===== src/rtl/mips_pkg.sv =====
// Shared MIPS decode constants and predictor counter type.
// Contents: primary opcodes for conditional branches, REGIMM rt selectors,
// and the 2-bit saturating counter type with its four named states.
package mips_pkg;

  localparam logic [5:0] OP_REGIMM = 6'h01;
  localparam logic [5:0] OP_BEQ    = 6'h04;
  localparam logic [5:0] OP_BNE    = 6'h05;
  localparam logic [5:0] OP_BLEZ   = 6'h06;
  localparam logic [5:0] OP_BGTZ   = 6'h07;

  localparam logic [4:0] RT_BLTZ = 5'd0;
  localparam logic [4:0] RT_BGEZ = 5'd1;

  typedef logic [1:0] bht_cnt_t;

  localparam bht_cnt_t SNT = 2'b00;
  localparam bht_cnt_t WNT = 2'b01;
  localparam bht_cnt_t WT  = 2'b10;
  localparam bht_cnt_t ST  = 2'b11;

endpackage


===== src/rtl/branch_resolve_unit_if.sv =====
// Request/result handshake bundle for branch_resolve_unit.
// req_*: decode -> unit (valid/ready), res_*: unit -> fetch redirect (valid/ready).
// master: decode/consumer side, slave: the resolve unit.
interface branch_resolve_unit_if #(
  parameter int XLEN = 32
);
  logic            req_valid;
  logic            req_ready;
  logic [5:0]      req_opcode;
  logic [4:0]      req_rt;
  logic [XLEN-1:0] req_rs_val;
  logic [XLEN-1:0] req_rt_val;
  logic [XLEN-1:0] req_pc;
  logic [15:0]     req_imm;
  logic            req_pred_taken;

  logic            res_valid;
  logic            res_ready;
  logic            res_is_branch;
  logic            res_taken;
  logic [XLEN-1:0] res_next_pc;
  logic            res_mispredict;

  modport master (
    output req_valid, req_opcode, req_rt, req_rs_val, req_rt_val, req_pc,
           req_imm, req_pred_taken, res_ready,
    input  req_ready, res_valid, res_is_branch, res_taken, res_next_pc,
           res_mispredict
  );

  modport slave (
    input  req_valid, req_opcode, req_rt, req_rs_val, req_rt_val, req_pc,
           req_imm, req_pred_taken, res_ready,
    output req_ready, res_valid, res_is_branch, res_taken, res_next_pc,
           res_mispredict
  );
endinterface


===== src/rtl/branch_resolve_unit_cond.sv =====
// branch_cond_eval: combinational branch recogniser and condition evaluator.
// Ports: opcode/rt select the branch kind, rs_val/rt_val are the operands;
// is_branch flags a recognised conditional branch, taken its outcome.
// All magnitude compares are signed, done on the sign bit and a zero test.
module branch_cond_eval
  import mips_pkg::*;
#(
  parameter int XLEN = 32
) (
  input  logic [5:0]      opcode,
  input  logic [4:0]      rt,
  input  logic [XLEN-1:0] rs_val,
  input  logic [XLEN-1:0] rt_val,
  output logic            is_branch,
  output logic            taken
);

  logic rs_neg;
  logic rs_zero;

  assign rs_neg  = rs_val[XLEN-1];
  assign rs_zero = (rs_val == '0);

  always_comb begin
    is_branch = 1'b0;
    taken     = 1'b0;
    case (opcode)
      OP_BEQ: begin
        is_branch = 1'b1;
        taken     = (rs_val == rt_val);
      end
      OP_BNE: begin
        is_branch = 1'b1;
        taken     = (rs_val != rt_val);
      end
      OP_BLEZ: begin
        is_branch = 1'b1;
        taken     = rs_neg || rs_zero;
      end
      OP_BGTZ: begin
        is_branch = 1'b1;
        taken     = !rs_neg && !rs_zero;
      end
      OP_REGIMM: begin
        if (rt == RT_BLTZ) begin
          is_branch = 1'b1;
          taken     = rs_neg;
        end else if (rt == RT_BGEZ) begin
          is_branch = 1'b1;
          taken     = !rs_neg;
        end
      end
      default: ;
    endcase
  end

endmodule


===== src/rtl/branch_resolve_unit.sv =====
// branch_resolve_unit: resolves MIPS conditional branches, computes the
// successor PC, trains a direct-mapped 2-bit predictor table and keeps
// saturating branch/mispredict statistics.
// Ports: clk, rst_n (async active-low), flush (kills held result, blocks
// accept), pred_pc/pred_taken (fetch-side table lookup), bus (req/res
// valid-ready handshake), stat_branches/stat_mispredicts.
module branch_resolve_unit
  import mips_pkg::*;
#(
  parameter int XLEN  = 32,
  parameter int IDX_W = 4,
  parameter int CNT_W = 16
) (
  input  logic                 clk,
  input  logic                 rst_n,
  input  logic                 flush,
  input  logic [XLEN-1:0]      pred_pc,
  output logic                 pred_taken,
  branch_resolve_unit_if.slave bus,
  output logic [CNT_W-1:0]     stat_branches,
  output logic [CNT_W-1:0]     stat_mispredicts
);

  localparam int ENTRIES = 2 ** IDX_W;

  bht_cnt_t        bht_q [ENTRIES];
  logic            res_valid_q;
  logic            res_is_branch_q;
  logic            res_taken_q;
  logic [XLEN-1:0] res_next_pc_q;
  logic            res_mispredict_q;
  logic [CNT_W-1:0] stat_br_q;
  logic [CNT_W-1:0] stat_mp_q;

  logic            accept;
  logic            is_branch;
  logic            taken;
  logic            mispredict;
  logic [XLEN-1:0] seq_pc;
  logic [XLEN-1:0] target_pc;
  logic [IDX_W-1:0] upd_idx;
  logic [IDX_W-1:0] rd_idx;
  logic            unused_pred_pc_bits;

  branch_cond_eval #(.XLEN(XLEN)) u_cond (
    .opcode    (bus.req_opcode),
    .rt        (bus.req_rt),
    .rs_val    (bus.req_rs_val),
    .rt_val    (bus.req_rt_val),
    .is_branch (is_branch),
    .taken     (taken)
  );

  assign bus.req_ready = !flush && (!res_valid_q || bus.res_ready);
  assign accept        = bus.req_valid && bus.req_ready;

  // Sums are XLEN wide, so the target wraps modulo 2^XLEN naturally.
  assign seq_pc     = bus.req_pc + XLEN'(4);
  assign target_pc  = seq_pc + {{(XLEN-18){bus.req_imm[15]}}, bus.req_imm, 2'b00};
  assign mispredict = taken ^ bus.req_pred_taken;

  assign upd_idx = bus.req_pc[IDX_W+1:2];
  assign rd_idx  = pred_pc[IDX_W+1:2];

  // Table read is from the registered array, so a same-cycle update is
  // not visible until the next cycle (read-before-write).
  assign pred_taken = bht_q[rd_idx][1];

  assign unused_pred_pc_bits = ^{pred_pc[XLEN-1:IDX_W+2], pred_pc[1:0]};

  always_ff @(posedge clk or negedge rst_n) begin
    if (!rst_n) begin
      for (int i = 0; i < ENTRIES; i++) bht_q[i] <= WNT;
    end else if (accept && is_branch) begin
      if (taken && bht_q[upd_idx] != ST)
        bht_q[upd_idx] <= bht_q[upd_idx] + 2'd1;
      else if (!taken && bht_q[upd_idx] != SNT)
        bht_q[upd_idx] <= bht_q[upd_idx] - 2'd1;
    end
  end

  always_ff @(posedge clk or negedge rst_n) begin
    if (!rst_n) begin
      res_valid_q      <= 1'b0;
      res_is_branch_q  <= 1'b0;
      res_taken_q      <= 1'b0;
      res_next_pc_q    <= '0;
      res_mispredict_q <= 1'b0;
    end else if (flush) begin
      res_valid_q <= 1'b0;
    end else if (accept) begin
      res_valid_q      <= 1'b1;
      res_is_branch_q  <= is_branch;
      res_taken_q      <= taken;
      res_next_pc_q    <= taken ? target_pc : seq_pc;
      res_mispredict_q <= mispredict;
    end else if (bus.res_ready) begin
      res_valid_q <= 1'b0;
    end
  end

  always_ff @(posedge clk or negedge rst_n) begin
    if (!rst_n) begin
      stat_br_q <= '0;
      stat_mp_q <= '0;
    end else if (accept && is_branch) begin
      if (stat_br_q != '1) stat_br_q <= stat_br_q + 1'b1;
      if (mispredict && stat_mp_q != '1) stat_mp_q <= stat_mp_q + 1'b1;
    end
  end

  assign bus.res_valid      = res_valid_q;
  assign bus.res_is_branch  = res_is_branch_q;
  assign bus.res_taken      = res_taken_q;
  assign bus.res_next_pc    = res_next_pc_q;
  assign bus.res_mispredict = res_mispredict_q;
  assign stat_branches      = stat_br_q;
  assign stat_mispredicts   = stat_mp_q;

endmodule

===== src/flat_wrapper.sv =====
// flat-port wrapper written by rule: the top's interface ports become plain ports
module branch_resolve_unit_flat import mips_pkg::*;
#(
  parameter int XLEN  = 32,
  parameter int IDX_W = 4,
  parameter int CNT_W = 16
)
  (clk, rst_n, flush, pred_pc, pred_taken, stat_branches, stat_mispredicts, bus_req_valid, bus_req_opcode, bus_req_rt, bus_req_rs_val, bus_req_rt_val, bus_req_pc, bus_req_imm, bus_req_pred_taken, bus_res_ready, bus_req_ready, bus_res_valid, bus_res_is_branch, bus_res_taken, bus_res_next_pc, bus_res_mispredict);
  branch_resolve_unit_if #(.XLEN(XLEN)) bus_i ();
  input  logic clk;
  input  logic rst_n;
  input  logic flush;
  input  logic [XLEN-1:0] pred_pc;
  output logic pred_taken;
  output logic [CNT_W-1:0] stat_branches;
  output logic [CNT_W-1:0] stat_mispredicts;
  input wire logic [$bits(bus_i.req_valid)-1:0] bus_req_valid;
  input wire logic [$bits(bus_i.req_opcode)-1:0] bus_req_opcode;
  input wire logic [$bits(bus_i.req_rt)-1:0] bus_req_rt;
  input wire logic [$bits(bus_i.req_rs_val)-1:0] bus_req_rs_val;
  input wire logic [$bits(bus_i.req_rt_val)-1:0] bus_req_rt_val;
  input wire logic [$bits(bus_i.req_pc)-1:0] bus_req_pc;
  input wire logic [$bits(bus_i.req_imm)-1:0] bus_req_imm;
  input wire logic [$bits(bus_i.req_pred_taken)-1:0] bus_req_pred_taken;
  input wire logic [$bits(bus_i.res_ready)-1:0] bus_res_ready;
  output wire logic [$bits(bus_i.req_ready)-1:0] bus_req_ready;
  output wire logic [$bits(bus_i.res_valid)-1:0] bus_res_valid;
  output wire logic [$bits(bus_i.res_is_branch)-1:0] bus_res_is_branch;
  output wire logic [$bits(bus_i.res_taken)-1:0] bus_res_taken;
  output wire logic [$bits(bus_i.res_next_pc)-1:0] bus_res_next_pc;
  output wire logic [$bits(bus_i.res_mispredict)-1:0] bus_res_mispredict;
  assign bus_i.req_valid = bus_req_valid;
  assign bus_i.req_opcode = bus_req_opcode;
  assign bus_i.req_rt = bus_req_rt;
  assign bus_i.req_rs_val = bus_req_rs_val;
  assign bus_i.req_rt_val = bus_req_rt_val;
  assign bus_i.req_pc = bus_req_pc;
  assign bus_i.req_imm = bus_req_imm;
  assign bus_i.req_pred_taken = bus_req_pred_taken;
  assign bus_i.res_ready = bus_res_ready;
  assign bus_req_ready = bus_i.req_ready;
  assign bus_res_valid = bus_i.res_valid;
  assign bus_res_is_branch = bus_i.res_is_branch;
  assign bus_res_taken = bus_i.res_taken;
  assign bus_res_next_pc = bus_i.res_next_pc;
  assign bus_res_mispredict = bus_i.res_mispredict;
  branch_resolve_unit #(.XLEN(XLEN), .IDX_W(IDX_W), .CNT_W(CNT_W)) u_core (.clk(clk), .rst_n(rst_n), .flush(flush), .pred_pc(pred_pc), .pred_taken(pred_taken), .bus(bus_i), .stat_branches(stat_branches), .stat_mispredicts(stat_mispredicts));
endmodule

===== config.mk =====
export PLATFORM = sky130hd
export DESIGN_NAME = branch_resolve_unit_flat
export DESIGN_NICKNAME = d
export VERILOG_FILES = /design/src/rtl/mips_pkg.sv /design/src/rtl/branch_resolve_unit_if.sv /design/src/rtl/branch_resolve_unit_cond.sv /design/src/rtl/branch_resolve_unit.sv /design/src/flat_wrapper.sv
export SDC_FILE = /design/constraint.sdc
export NUM_CORES = 1
export LEC_CHECK = 0
export CELL_PAD_IN_SITES_DETAIL_PLACEMENT = 1
export CELL_PAD_IN_SITES_GLOBAL_PLACEMENT = 1
export CORE_ASPECT_RATIO = 0.8
export CORE_MARGIN = 2
export CORE_UTILIZATION = 36
export CTS_BUF_LIST = sky130_fd_sc_hd__clkbuf_16
export DETAILED_ROUTE_END_ITERATION = 16
export GPL_ROUTABILITY_DRIVEN = 0
export PLACE_DENSITY_LB_ADDON = 0.1
export SLEW_MARGIN = 20
export SYNTH_ARGS = -nofsm -noshare
export SYNTH_HDL_FRONTEND = slang
export SYNTH_SLANG_ARGS = --single-unit

===== constraint.sdc =====
create_clock -name clk -period 3.5 [get_ports clk]
set_input_delay 0.7 -clock clk [delete_from_list [all_inputs] [get_ports clk]]
set_output_delay 0.7 -clock clk [all_outputs]
set_load 0.03 [all_outputs]

==> flow_summary.toml <==
[routing]
drtIter0Drc = 368
finalWirelength_um = 27600
drcViolationCount = 0
first_pass_iters = 4
dr.max_layer_used = "met4"
num_vias = 7690
met2_length_um = 13000
met1_length_um = 13200
wl_met3_um = 1260
ant_nets = 0
avgRoutedWirePerCell_um = 19.0
viasPerCell = 5.29

[synth]
synth_top_cell_area_share = 0.279
netlist_top_cells_area = "dfrtp_1 28%, xor2_1 8.6%, ha_1 7.1%"
synth-seq-area-share = 0.335
ys.flop_type = "dfrtp_1"
synth-async-reset-ratio = 1.00
syn-instance-count = 798
ys_ff_latch = 100
synth_area_leader_cell = "dfrtp_1"
yosysWarnings = 0
synth_edf_count = 0
ys_types = 59
avgSynthCellArea_um2 = 9.43
syn_area_um2 = 7520
synthesis.nets = 1003

[clock_tree]
cts-root-buf = "clkbuf_16"
cts_buffers = 9
holdBufCountCts = 0
clkLatencyLatePin_ps = 360
clock-sinks = 100
clock_path_buffers = 2
htree_levels = 3
cts_tree = "built"
cts.reportedPaths.clkPinSlew_ps = 80

[sta]
period_share = 1.03
setup_viol = 3
setup_ws_ps = -121
drv_slew = 0
finalCriticalPeriod_ps = 3620
max_freq_mhz = 276
tightest_slew_ps = 1080
rsz0062_at_grt = "true"
maxSlewHeadroom = 0.279
whs_ps = 357
hold_viol = 0
skew_ps = 11.7

[power]
p_seq_frac = 0.350
powerDensity_nw_per_um2 = 308
peakVddDrop_mv = 0.255
p_int_uw = 2440
pwr-share-clk = 0.270
p_leak_uw = 0.00549
p_sw_uw = 1290
switching_share = 0.346
p_comb_frac = 0.380

[worst_setup_path]
path_buf_inv = 2
crit_cells = 18
cp_max_fo = 4
path_cells = "buf_6, and3_4, and3_4, nor2b_4, and2_4, buf_4, nand2_4, xnor2_4, ha_4, a21oi_2, o21ai_1, a21o_1, a221o_1, a31oi_4, mux2_4, a21oi_2, xnor2_1, o21ai_1"
cp.arrival_ps = 3830
end_kind = "flip-flop"
cp-start-kind = "primary input"
worst_path_dominant_cell_family = "compound AO/OA/AOI/OAI gates"
required_ps = 3710
crit_type = "primary input to flip-flop"
critPathMaxStageDelay_ps = 340
cp_slowest_cell = "a221o_1"
reg2regPathDepth = 9

[floorplanning]
rows = 47
core_area_um2 = 20600
io_pins = 231
initial_core_util = 0.366
fp.dieArea_um2 = 22100
die_x_um = 166
dieHeight_um = 133

[final_layout]
finalNonFillerCells = 1453
drive_above_1_share = 0.303
final_util = 0.589
nets = 1384
diodes = 0
area_growth_pct = 61.1

[grt]
antenna_found_initial = 0
gr-total-overflow = 0
grt.total_usage = 0.245
grt_pass1_vias = 8056
grt_max_degree = 63
grt_pass1_wl_um = 43700

[placement]
place.detailed.hpwl_um = 21200
io_buffers = 202
dp_slack_ps = -1050
place_inst = 1418

[outcome]
status = "finished with violations"
violations = "setup timing"

[run]
drv_cap = 0

[worst_hold_path]
worst_hold_path_type = "primary input to asynchronous set/reset pin"
## final timing paths
path | endpoint | startpoint | slack (ps)
max reg2reg | u_core.stat_mispredicts[6] | u_core.stat_mispredicts[6] | 660
min in group clk | u_core.bus.res_next_pc[5] | u_core.bus.res_next_pc[5] | 480
max | u_core.bus.res_next_pc[31] | bus_req_pc[6] | -120
max in group asynchronous | u_core.bus.res_next_pc[7] | rst_n | 2400
min | u_core.stat_branches[9] | rst_n | 360
min reg2reg | u_core.bus.res_next_pc[5] | u_core.bus.res_next_pc[5] | 480
## logic make-up after synthesis
| family | Yosys count | synth area share |
|---|---|---|
| AO/OA/AOI/OAI | 149 | 0.122 |
| XOR/XNOR | 117 | 0.139 |
| adder cells (fa/ha/maj) | 44 | 0.0742 |
| buffers and inverters | 42 | 0.0241 |
| flip-flops | 100 | 0.335 |
| multiplexers | 62 | 0.114 |
| AND/OR/NAND/NOR | 284 | 0.193 |
## synthesized netlist by cell type, types with 3 or more instances
cell,n
o21bai_1,5
nor4_2,5
nor4_1,21
nand4_1,31
nor3_1,14
nand3b_1,3
and4_1,5
o21ai_0,47
a21oi_1,44
mux2i_1,10
and2_1,3
xor2_1,74
mux4_2,14
dfstp_2,16
a31oi_1,4
nor3b_1,3
dfrtp_1,84
a21o_1,14
a211oi_1,8
and3_1,19
mux2_2,17
o21a_1,7
ha_1,43
nand2_1,79
nor2b_1,9
inv_1,13
nand3_1,30
nand2b_1,3
mux2_1,20
buf_2,7
nor2_1,54
clkbuf_1,17
o211ai_1,3
xnor2_1,42
## repair_timing
item	4_1_cts	5_1_grt
pin swaps	42	34
gates resized for setup	101	43
buffers inserted	10	9
endpoints found under the setup margin	21	40
gates cloned	0	0
## metal layers
layer  GRT usage  vias to the layer above
met5           0                        -
met4      0.0357                        0
met3      0.0443                       20
met2       0.396                      176
met1       0.351                     3821
li1            -                     3673
## worst reg2reg max path: stages (launching register included)
cell     delay, ps
dfrtp_1        470
and3_1         230
and3_1         200
nand3_1        130
nor2_1         190
nand2_1        130
o31ai_2        870
buf_4          280
nor3_1          60
xor2_1         160
## metrics by stage
stage	cell area [um2]	total power [uW]	TNS [ps]
2_1_floorplan	7600	1930	-930
3_5_place_dp	11200	2650	-25340
4_1_cts	11800	3710	-32.3
5_1_grt	12100	3920	-1140
6_report	12100	3730	-198
3_3_place_gp	11200	2610	-19770
## placed cells by master, fill, tap and decap left out, types with 5 or more instances in the layout
cell type        instances
buf_6                    5
dfstp_2                 16
buf_12                   5
xnor2_2                 12
a21oi_1                 37
clkbuf_16                9
nor2_1                  52
nor4_1                  17
mux2i_1                 10
nor3_1                  10
ha_4                    10
ha_1                    32
nor2b_1                  8
o21ai_0                 36
clkdlybuf4s50_1        182
inv_1                   14
o21a_1                   7
xnor2_1                 29
a21oi_2                  7
nand4_1                 31
mux4_2                  14
nor4_2                   9
nand3_1                 24
a21o_1                  14
xor2_1                  72
mux2_1                  20
nand2_1                 74
dlygate4sd2_1            8
o21ai_1                 10
mux2_2                  16
dfrtp_1                 84
and3_1                  14
a211oi_2                 5
buf_4                  190
and3_4                   5
buf_2                    6
## power groups by stage
stage	Combinational [uW]	Clock, uW	Sequential [uW]
floorplan	466	0	1460
global placement	1290	0	1320
detailed placement	1320	0	1330
CTS	1370	1040	1300
global route	1530	1070	1320
finish	1420	1010	1310
## layout make-up
cell class,instances,area (um2)
clock buffer,9,225
clock inverter,7,57.6
sequential,100,2520
tap,269,337
multi-input combinational,656,5390
inverter,13,48.8
timing repair buffer,399,3540
fill,2296,8460
No activity file was read; power rests on OpenSTA's default activity.
